<file path="src/rtl/virtual_ds2431_mem_read_scratchpad.sv">
// ---------------------------------------------------------------------------
// virtual_ds2431_mem_read_scratchpad
//
// Handler for the DS2431 Read Scratchpad command (0xAA). Once the command
// decoder raises cmdRunTrig, this block streams the following bytes through
// the shared byte transceiver, one byte at a time:
//   TA1, TA2, E/S, Scratchpad[TA1[2:0]..7], ~CRC16[7:0], ~CRC16[15:8]
//
// Ports
//   clk, nRst      : system clock, asynchronous active-low reset
//   cmdRunTrig     : level; a rising edge (re)starts the command
//   endCmd         : level; a rising edge aborts a running command
//   TA1, TA2, ES   : target address and ending offset
//   AA, PF         : authorization-accepted and partial flags
//   Scratchpad     : 8 bytes; byte i = Scratchpad[8i+7:8i]
//   ByteTransDone  : transceiver level; a rising edge ends the current byte
//   sentDat        : byte presented to the transceiver
//   nRxTx          : 1 = transmit, 0 = receive/idle
//   transTrig      : one-cycle start pulse per byte
//   cmdDone        : high when idle/completed normally
//   cmdFailed      : high after an aborted command
// ---------------------------------------------------------------------------
module virtual_ds2431_mem_read_scratchpad (
    input  logic        clk,
    input  logic        nRst,
    input  logic        cmdRunTrig,
    input  logic        endCmd,
    input  logic [7:0]  TA1,
    input  logic [7:0]  TA2,
    input  logic [2:0]  ES,
    input  logic        AA,
    input  logic        PF,
    input  logic [63:0] Scratchpad,
    input  logic        ByteTransDone,
    output logic [7:0]  sentDat,
    output logic        nRxTx,
    output logic        transTrig,
    output logic        cmdDone,
    output logic        cmdFailed
);

    typedef enum logic [2:0] {
        IDLE,
        SEND_TA1,
        SEND_TA2,
        SEND_ES,
        SEND_DATA,
        SEND_CRCL,
        SEND_CRCH
    } state_t;

    // CRC-16, reflected polynomial 0xA001, one byte per call.
    function automatic logic [15:0] crc_fold(input logic [15:0] c, input logic [7:0] d);
        logic [15:0] r;
        r = c ^ {8'h00, d};
        for (int i = 0; i < 8; i++) begin
            r = r[0] ? ((r >> 1) ^ 16'hA001) : (r >> 1);
        end
        return r;
    endfunction

    state_t      r_state, w_state;
    logic [7:0]  r_sentDat, w_sentDat;
    logic        r_nRxTx, w_nRxTx;
    logic        r_ioTrig, w_ioTrig;
    logic        r_ioPrev;
    logic        r_cmdDone, w_cmdDone;
    logic        r_cmdFailed, w_cmdFailed;
    logic [15:0] r_crc, w_crc;
    logic [2:0]  r_ptr, w_ptr;
    logic        r_runPrev, r_donePrev, r_endPrev;

    logic        w_runEdge, w_doneEdge, w_endEdge;
    logic [7:0]  w_esByte, w_curData, w_nxtData;
    logic [2:0]  w_ptrInc;

    assign w_runEdge  = cmdRunTrig    & ~r_runPrev;
    assign w_doneEdge = ByteTransDone & ~r_donePrev;
    assign w_endEdge  = endCmd        & ~r_endPrev;

    assign w_esByte  = {AA, 1'b0, PF, 2'b00, ES};
    assign w_ptrInc  = r_ptr + 3'd1;
    assign w_curData = Scratchpad[{r_ptr, 3'b000} +: 8];
    assign w_nxtData = Scratchpad[{w_ptrInc, 3'b000} +: 8];

    // ioTrig is held low in the cycle a byte is loaded and raised in the
    // next one, so each byte gives exactly one rising edge on transTrig.
    assign transTrig = r_ioTrig & ~r_ioPrev;
    assign sentDat   = r_sentDat;
    assign nRxTx     = r_nRxTx;
    assign cmdDone   = r_cmdDone;
    assign cmdFailed = r_cmdFailed;

    always_ff @(posedge clk or negedge nRst) begin
        if (!nRst) begin
            r_state     <= IDLE;
            r_sentDat   <= 8'hFF;
            r_nRxTx     <= 1'b0;
            r_ioTrig    <= 1'b0;
            r_ioPrev    <= 1'b0;
            r_cmdDone   <= 1'b1;
            r_cmdFailed <= 1'b0;
            r_crc       <= 16'h0000;
            r_ptr       <= 3'd0;
            r_runPrev   <= 1'b0;
            r_donePrev  <= 1'b0;
            r_endPrev   <= 1'b0;
        end else begin
            r_state     <= w_state;
            r_sentDat   <= w_sentDat;
            r_nRxTx     <= w_nRxTx;
            r_ioTrig    <= w_ioTrig;
            r_ioPrev    <= r_ioTrig;
            r_cmdDone   <= w_cmdDone;
            r_cmdFailed <= w_cmdFailed;
            r_crc       <= w_crc;
            r_ptr       <= w_ptr;
            r_runPrev   <= cmdRunTrig;
            r_donePrev  <= ByteTransDone;
            r_endPrev   <= endCmd;
        end
    end

    always_comb begin
        w_state     = r_state;
        w_sentDat   = r_sentDat;
        w_nRxTx     = r_nRxTx;
        w_ioTrig    = r_ioTrig;
        w_cmdDone   = r_cmdDone;
        w_cmdFailed = r_cmdFailed;
        w_crc       = r_crc;
        w_ptr       = r_ptr;

        if (w_runEdge) begin
            // Start (or restart) wins over a simultaneous abort.
            w_state     = SEND_TA1;
            w_sentDat   = TA1;
            w_nRxTx     = 1'b1;
            w_ioTrig    = 1'b0;
            w_cmdDone   = 1'b0;
            w_cmdFailed = 1'b0;
            w_crc       = crc_fold(crc_fold(16'h0000, 8'hAA), TA1);
            w_ptr       = TA1[2:0];
        end else if (w_endEdge && (r_state != IDLE)) begin
            w_state     = IDLE;
            w_sentDat   = 8'hFF;
            w_nRxTx     = 1'b0;
            w_ioTrig    = 1'b0;
            w_cmdDone   = 1'b0;
            w_cmdFailed = 1'b1;
        end else if (r_state != IDLE) begin
            if (w_doneEdge) begin
                w_ioTrig = 1'b0;
                case (r_state)
                    SEND_TA1: begin
                        w_state   = SEND_TA2;
                        w_sentDat = TA2;
                        w_crc     = crc_fold(r_crc, TA2);
                    end
                    SEND_TA2: begin
                        w_state   = SEND_ES;
                        w_sentDat = w_esByte;
                        w_crc     = crc_fold(r_crc, w_esByte);
                    end
                    SEND_ES: begin
                        w_state   = SEND_DATA;
                        w_sentDat = w_curData;
                        w_crc     = crc_fold(r_crc, w_curData);
                    end
                    SEND_DATA: begin
                        // r_ptr indexes the byte now on the wire.
                        if (r_ptr != 3'd7) begin
                            w_ptr     = w_ptrInc;
                            w_sentDat = w_nxtData;
                            w_crc     = crc_fold(r_crc, w_nxtData);
                        end else begin
                            w_state   = SEND_CRCL;
                            w_sentDat = ~r_crc[7:0];
                        end
                    end
                    SEND_CRCL: begin
                        w_state   = SEND_CRCH;
                        w_sentDat = ~r_crc[15:8];
                    end
                    SEND_CRCH: begin
                        w_state     = IDLE;
                        w_sentDat   = 8'hFF;
                        w_nRxTx     = 1'b0;
                        w_cmdDone   = 1'b1;
                        w_cmdFailed = 1'b0;
                    end
                    default: begin
                        w_state = IDLE;
                    end
                endcase
            end else if (!r_ioTrig) begin
                w_ioTrig = 1'b1;
            end
        end
    end

endmodule
</file>
<file path="config.mk">
export PLATFORM = sky130hd
export DESIGN_NAME = virtual_ds2431_mem_read_scratchpad
export DESIGN_NICKNAME = d
export VERILOG_FILES = /design/src/rtl/virtual_ds2431_mem_read_scratchpad.sv
export SDC_FILE = /design/constraint.sdc
export NUM_CORES = 1
export LEC_CHECK = 0
export CORE_MARGIN = 8
export CORE_UTILIZATION = 26
export DETAILED_ROUTE_END_ITERATION = 6
export PLACE_DENSITY_LB_ADDON = 0.15
export SYNTH_ARGS = -nofsm -noshare
export SYNTH_HDL_FRONTEND = slang
export SYNTH_SLANG_ARGS = --single-unit
</file>
<file path="constraint.sdc">
create_clock -name clk -period 6.42 [get_ports clk]
set_input_delay 1.926 -clock clk [delete_from_list [all_inputs] [get_ports clk]]
set_output_delay 1.926 -clock clk [all_outputs]
set_load 0.05 [all_outputs]
</file>
==> flow_metrics.py, run 1 <==
metrics = {
    "placement": {
        "hpwlAfterDp_um": 12700,
        "routabilityCongestion": 0.885,
        "place_inst": 761,
        "portBuffers": 101,
    },
    "clocking": {
        "cts_root_buf": "clkbuf_16",
        "cts_sinks": 38,
        "cts_tree": "yes",
        "htree_num_levels": 2,
        "clk_latency_ps": 290,
        "path_clk_slew_ps": 60,
        "postCtsSetupRepairBufs": 0,
        "hold_buffers": 0,
        "cts-buffers-inserted": 5,
        "post_cts_resized": 0,
        "clock_path_buffers": 2,
    },
    "route": {
        "wl_per_cell_um": 20.7,
        "vias": 4036,
        "drt_iter0_drc": 264,
        "drc": 0,
        "first_pass_iters": 7,
        "routed_wl_um": 15900,
        "viasPerCell": 5.25,
        "final_antenna_net_count": 0,
    },
    "logic_synthesis": {
        "ys.flop_type": "dfrtp_1",
        "synth_nets": 562,
        "yosys.area.top_type": "dfrtp_1",
        "netlist_instances": 470,
        "ys_seq_area_share_pct": 21.7,
        "async_flop_share_pct": 100,
        "netlist_area_mm2": 0.00444,
        "yosysMostFrequentCell": "xnor2_1",
        "synth_cell_types": 53,
        "yosys_warnings": 0,
        "ys_seq_elements": 38,
        "synth_area_per_cell_um2": 9.44,
        "synth_top_area_share_pct": 16.4,
        "synth-edff-count": 0,
        "ys_top_cells_by_count": "xnor2_1, nand2_1, o21ai_0",
        "synth.area.top_cells": "dfrtp_1, xnor2_1, mux4_2, mux2i_1, dfstp_2",
    },
    "timing": {
        "setup_viol": 0,
        "min_period_ps": 4730,
        "holdWs_ps": 402,
        "relSlewSlack_pct": 29.2,
        "fin_tns_setup_ps": 0,
        "fmaxAchievable_mhz": 211,
        "finalCritPeriodShare_pct": 73.7,
        "rsz0062_at_grt": "no",
        "finalHoldViolations": 0,
        "finClkSkew_ps": 7.52,
        "worstMarginPinSlew_ps": 1060,
        "slew_viol_final": 0,
    },
    "floorplan": {
        "start_util_pct": 26.7,
        "die_y_um": 147,
        "die_area_mm2": 0.0215,
        "die_x_um": 147,
        "core_mm2": 0.0166,
        "ios": 102,
        "rows": 47,
    },
    "grt": {
        "grt_pass1_vias": 4264,
        "grt_antenna_before_repair": 0,
        "gr-usage-all-layers_pct": 14.5,
        "grt_overflow_total": 0,
        "grt_pass1_wl_um": 24700,
        "grt_max_degree": 39,
    },
    "setup_path": {
        "cp_slowest_cell": "or4_1",
        "critPathTopFamily": "multiplexers",
        "worst_ep_required_time_ps": 6590,
        "path_class": "in -> reg",
        "worstPathMaxFanout": 4,
        "crit_chain": "clkdlybuf4s50_1 -> mux4_1 -> mux2i_1 -> xnor2_1 -> xnor2_1 -> xnor3_2 -> mux2i_1 -> or4_1 -> o221a_1",
        "cp_num_buf_inv": 1,
        "cp-start-kind": "primary input",
        "slowest_delay_ps": 520,
        "r2r_cells": 10,
        "path_depth": 9,
        "crit_path_end_kind": "register",
        "cp.arrival_ps": 4900,
    },
    "final_layout": {
        "nets": 640,
        "fin_cells": 769,
        "drive_above_1_share_pct": 11.1,
        "num_antenna_cells": 0,
        "layout-area-overhead-vs-synth_pct": 30.2,
    },
    "power_and_ir_drop": {
        "p_leak_nw": 2.21,
        "finalPower_mw": 3.17,
        "vdd_ir_drop_max_uv": 190,
        "power_density_mw_per_mm2": 550,
    },
    "worst_hold_path": {
        "holdPathStages": 0,
        "hold_path_class": "reg -> reg",
    },
    "status": {
        "status": "finished, final reports clean",
    },
    "flow_run": {
        "drv_cap": 0,
    },
}
==> through the flow <==
step                      area [µm²]  setup slack, ps  utilization [%]
final                           5770             1690             34.7
after global placement          5620             1410             33.8
after global routing            5770             1500             34.7
after floorplan                 4440             2070                -
after CTS                       5770             1660             34.7
after detailed placement        5620             1370             33.8
==> cells by family after synthesis <==
family	share of synthesized area (%)
muxes	24.2
AOI/OAI and AO/OA	15.8
xor gates and xnor gates	21.6
and+or+nand+nor	11.8
buffers and inverters	4.34
adders and majority gates	0.564
DFF	21.7
==> final cells by class <==
type | count | area, µm²
clock buffers | 6 | 139
flip-flops and latches | 38 | 962
clock inverters | 2 | 16.3
inverters | 4 | 15.0
repair buffers | 111 | 1080
fillers | 1689 | 10900
well taps | 220 | 275
multi-input cells | 388 | 3280
==> path summary, 6_finish.rpt <==
check                                     from  slack [ps]         to
worst max register to register        r_ptr[0]        2120  r_crc[15]
worst max-delay path            Scratchpad[28]        1690   r_crc[0]
worst min register to register        r_ioTrig         400   r_ioPrev
worst min-delay path                  r_ioTrig         400   r_ioPrev
min in group asynchronous                 nRst        1770   r_ioTrig
max in group asynchronous                 nRst        4090   r_crc[7]
==> per-layer routing <==
| layer | share of wire, % | global-route usage (%) | wire [µm] |
|---|---|---|---|
| met3 | 5.7 | 2.94 | 908 |
| met5 | 0 | 0 | 0 |
| met2 | 46 | 23.1 | 7370 |
| met4 | 2.4 | 4.53 | 379 |
| met1 | 46 | 19.4 | 7280 |
==> flip-flops by register name (all words and copies together), names as in the netlist <==
| signal | cells |
|---|---|
| r_state | 3 |
| sentDat | 8 |
| cmdDone | 1 |
| r_ioPrev | 1 |
| r_ptr | 3 |
| r_ioTrig | 1 |
| cmdFailed | 1 |
| r_runPrev | 1 |
| nRxTx | 1 |
| r_donePrev | 1 |
| r_endPrev | 1 |
| r_crc | 16 |
==> power breakdown <==
group	switching [mW]	leakage (nW)	internal, mW	total (mW)
Sequential	0.187	0.441	0.358	0.546
Clock	0.107	0.0735	0.156	0.263
Combinational	1.24	1.70	1.13	2.37
==> placed cells by master (no fill, tap or decap), types with 3 or more instances in the layout <==
master,instances
nand2b_1,7
a22oi_1,8
xnor3_1,7
nor2b_1,7
xnor2_1,60
dfstp_2,9
mux4_2,23
o221ai_1,5
mux4_1,7
nor3_1,7
a22o_1,3
a21oi_1,20
nor2_1,34
clkbuf_16,5
xor2_1,27
o22ai_1,5
o31ai_1,7
dfrtp_1,29
nand2_1,45
mux2i_1,30
o21ai_0,39
clkdlybuf4s50_1,100
o2111ai_1,8
buf_4,10
inv_1,4
(Power assumes the default switching activity.)
==> run 2, diff against run 1 <==
==> constraint.sdc (replaced) <==
create_clock -name clk -period 4.65 [get_ports clk]
set_input_delay 1.395 -clock clk [delete_from_list [all_inputs] [get_ports clk]]
set_output_delay 1.395 -clock clk [all_outputs]
set_load 0.05 [all_outputs]
==> run 2 against run 1 <==
Die area is the same. Utilization increased by 0.54 points. Clock skew about the same. Final cell count grew 1.6%. Critical path depth stayed put. Routed wire length up 2.1%. Clock-buffer cell count unchanged. Largest power group unchanged.
==> flow_metrics.py, run 2 (synthesis results as in run 1) <==
metrics = {
    "floorplan": {
        "die_y_um": 147,
        "die_area_mm2": 0.0215,
        "core_mm2": 0.0166,
        "die_x_um": 147,
        "start_util_pct": 26.7,
        "rows": 47,
        "ios": 102,
    },
    "grt": {
        "grt_pass1_vias": 4418,
        "grt_pass1_wl_um": 25500,
        "gr-usage-all-layers_pct": 15.1,
        "grt_antenna_before_repair": 0,
        "grt_max_degree": 39,
        "grt_overflow_total": 0,
    },
    "timing": {
        "setup_viol": 0,
        "finalHoldViolations": 0,
        "slew_viol_final": 0,
        "fin_tns_setup_ps": 0,
        "finalCritPeriodShare_pct": 88.8,
        "holdWs_ps": 412,
        "worst_slack_ps": 521,
        "finClkSkew_ps": 8.00,
        "rsz0062_at_grt": "no",
        "worstMarginPinSlew_ps": 1090,
        "relSlewSlack_pct": 26.7,
        "min_period_ps": 4130,
        "fmaxAchievable_mhz": 242,
    },
    "clocking": {
        "cts-buffers-inserted": 5,
        "clk_latency_ps": 300,
        "hold_buffers": 0,
        "post_cts_resized": 0,
        "htree_num_levels": 2,
        "cts_sinks": 38,
        "postCtsSetupRepairBufs": 0,
        "clock_path_buffers": 2,
        "cts_tree": "yes",
        "cts_root_buf": "clkbuf_16",
        "path_clk_slew_ps": 60,
    },
    "flow_run": {
        "drv_cap": 0,
    },
    "placement": {
        "place_inst": 773,
        "dp_slack_ps": 228,
        "routabilityCongestion": 0.885,
        "place_area_mm2": 0.00571,
        "portBuffers": 101,
        "hpwlAfterDp_um": 13200,
    },
    "setup_path": {
        "cp.arrival_ps": 4310,
        "r2r-end": "r_crc[0]",
        "path_class": "in -> reg",
        "regToRegSetupSlack_ps": 880,
        "worstPathMaxFanout": 3,
        "crit_path_end_kind": "register",
        "r2r_cells": 10,
        "reg2reg_from": "r_ptr[0]",
        "cp-start-kind": "primary input",
        "worst_ep_required_time_ps": 4830,
    },
    "route": {
        "wl_per_cell_um": 20.8,
        "first_pass_iters": 5,
        "drc": 0,
        "vias": 4054,
        "drt_iter0_drc": 321,
        "routed_wl_um": 16300,
        "final_antenna_net_count": 0,
        "viasPerCell": 5.19,
    },
    "power_and_ir_drop": {
        "power_density_mw_per_mm2": 775,
        "p_leak_nw": 2.27,
        "vdd_ir_drop_max_uv": 264,
    },
    "final_layout": {
        "largest_reg_flops": 16,
        "layout-area-overhead-vs-synth_pct": 32.2,
        "regArea_um2": 962,
        "fin_cells": 781,
        "multi_input_area_mm2": 0.00328,
        "nets": 652,
        "fillers": 1695,
        "final_area_mm2": 0.00586,
        "layout_common_cells": "clkdlybuf4s50_1, xnor2_1, nand2_1",
        "final_common_cell": "clkdlybuf4s50_1",
        "regMostFlops": "r_crc",
        "num_antenna_cells": 0,
        "drive_above_1_share_pct": 13.0,
    },
    "worst_hold_path": {
        "hp-start": "r_ioTrig",
        "hold_path_class": "reg -> reg",
        "holdPathStages": 0,
        "hold_path_end": "r_ioPrev",
    },
    "status": {
        "status": "finished, final reports clean",
    },
}
[run 2: metrics by stage]
stage	total power, mW	utilization (%)
final	4.55	35.2
after global routing	4.88	35.2
after CTS	4.56	35.2
after detailed placement	4.15	34.3
after global placement	4.15	34.3
after floorplan	3.22	-
[run 2: worst max-delay path: stages]
cell and delay [ps]:
clkdlybuf4s50_1 480, mux2i_1 80, nand3b_1 100, nand4_1 350
xnor2_1 430, xnor3_2 540, mux2i_1 160, or4_1 530
o221a_1 250
[run 2: power by group]
group          switching [mW]  internal (mW)
clock network           0.161          0.216
registers               0.255          0.495
logic                    1.75           1.67
total                    2.17           2.38
[run 2: cell type report]
class | instances | area share [%]
Multi-Input combinational cell | 388 | 56.0
Timing Repair Buffer | 123 | 20.0
Sequential cell | 38 | 16.4
Tap cell | 220 | 4.69
Clock buffer | 6 | 2.37
Clock inverter | 2 | 0.277
Inverter | 4 | 0.256
[run 2: layer usage]
layer  track usage, %  wire length, µm  share of wire (%)
met1             19.1             7050                 43
met2             25.2             7650                 47
met3             4.02             1260                7.7
met4             3.61              307                1.9
met5                0                0                  0
[run 2: how the worst max path moves through the flow]
| stage | endpoint | start | cells after the start |
|---|---|---|---|
| 3_3_place_gp | r_crc[0] | TA2[1] | 9 |
| 3_5_place_dp | r_crc[0] | Scratchpad[19] | 9 |
| 6_report | r_crc[0] | Scratchpad[32] | 9 |
| 2_1_floorplan | r_crc[0] | Scratchpad[28] | 8 |
| 4_1_cts | r_crc[0] | Scratchpad[32] | 9 |
| 5_1_grt | r_crc[0] | Scratchpad[48] | 9 |
==> run 3, diff against run 2 <==
--- a/config.mk
+++ b/config.mk
@@ -5,6 +5,7 @@
 export SDC_FILE = /design/constraint.sdc
 export NUM_CORES = 1
 export LEC_CHECK = 0
+export CAP_MARGIN = 5
 export CORE_MARGIN = 8
 export CORE_UTILIZATION = 26
 export DETAILED_ROUTE_END_ITERATION = 6
==> results of run 3 <==
No change in the layout: final DEF, timing and power equal those of run 2.
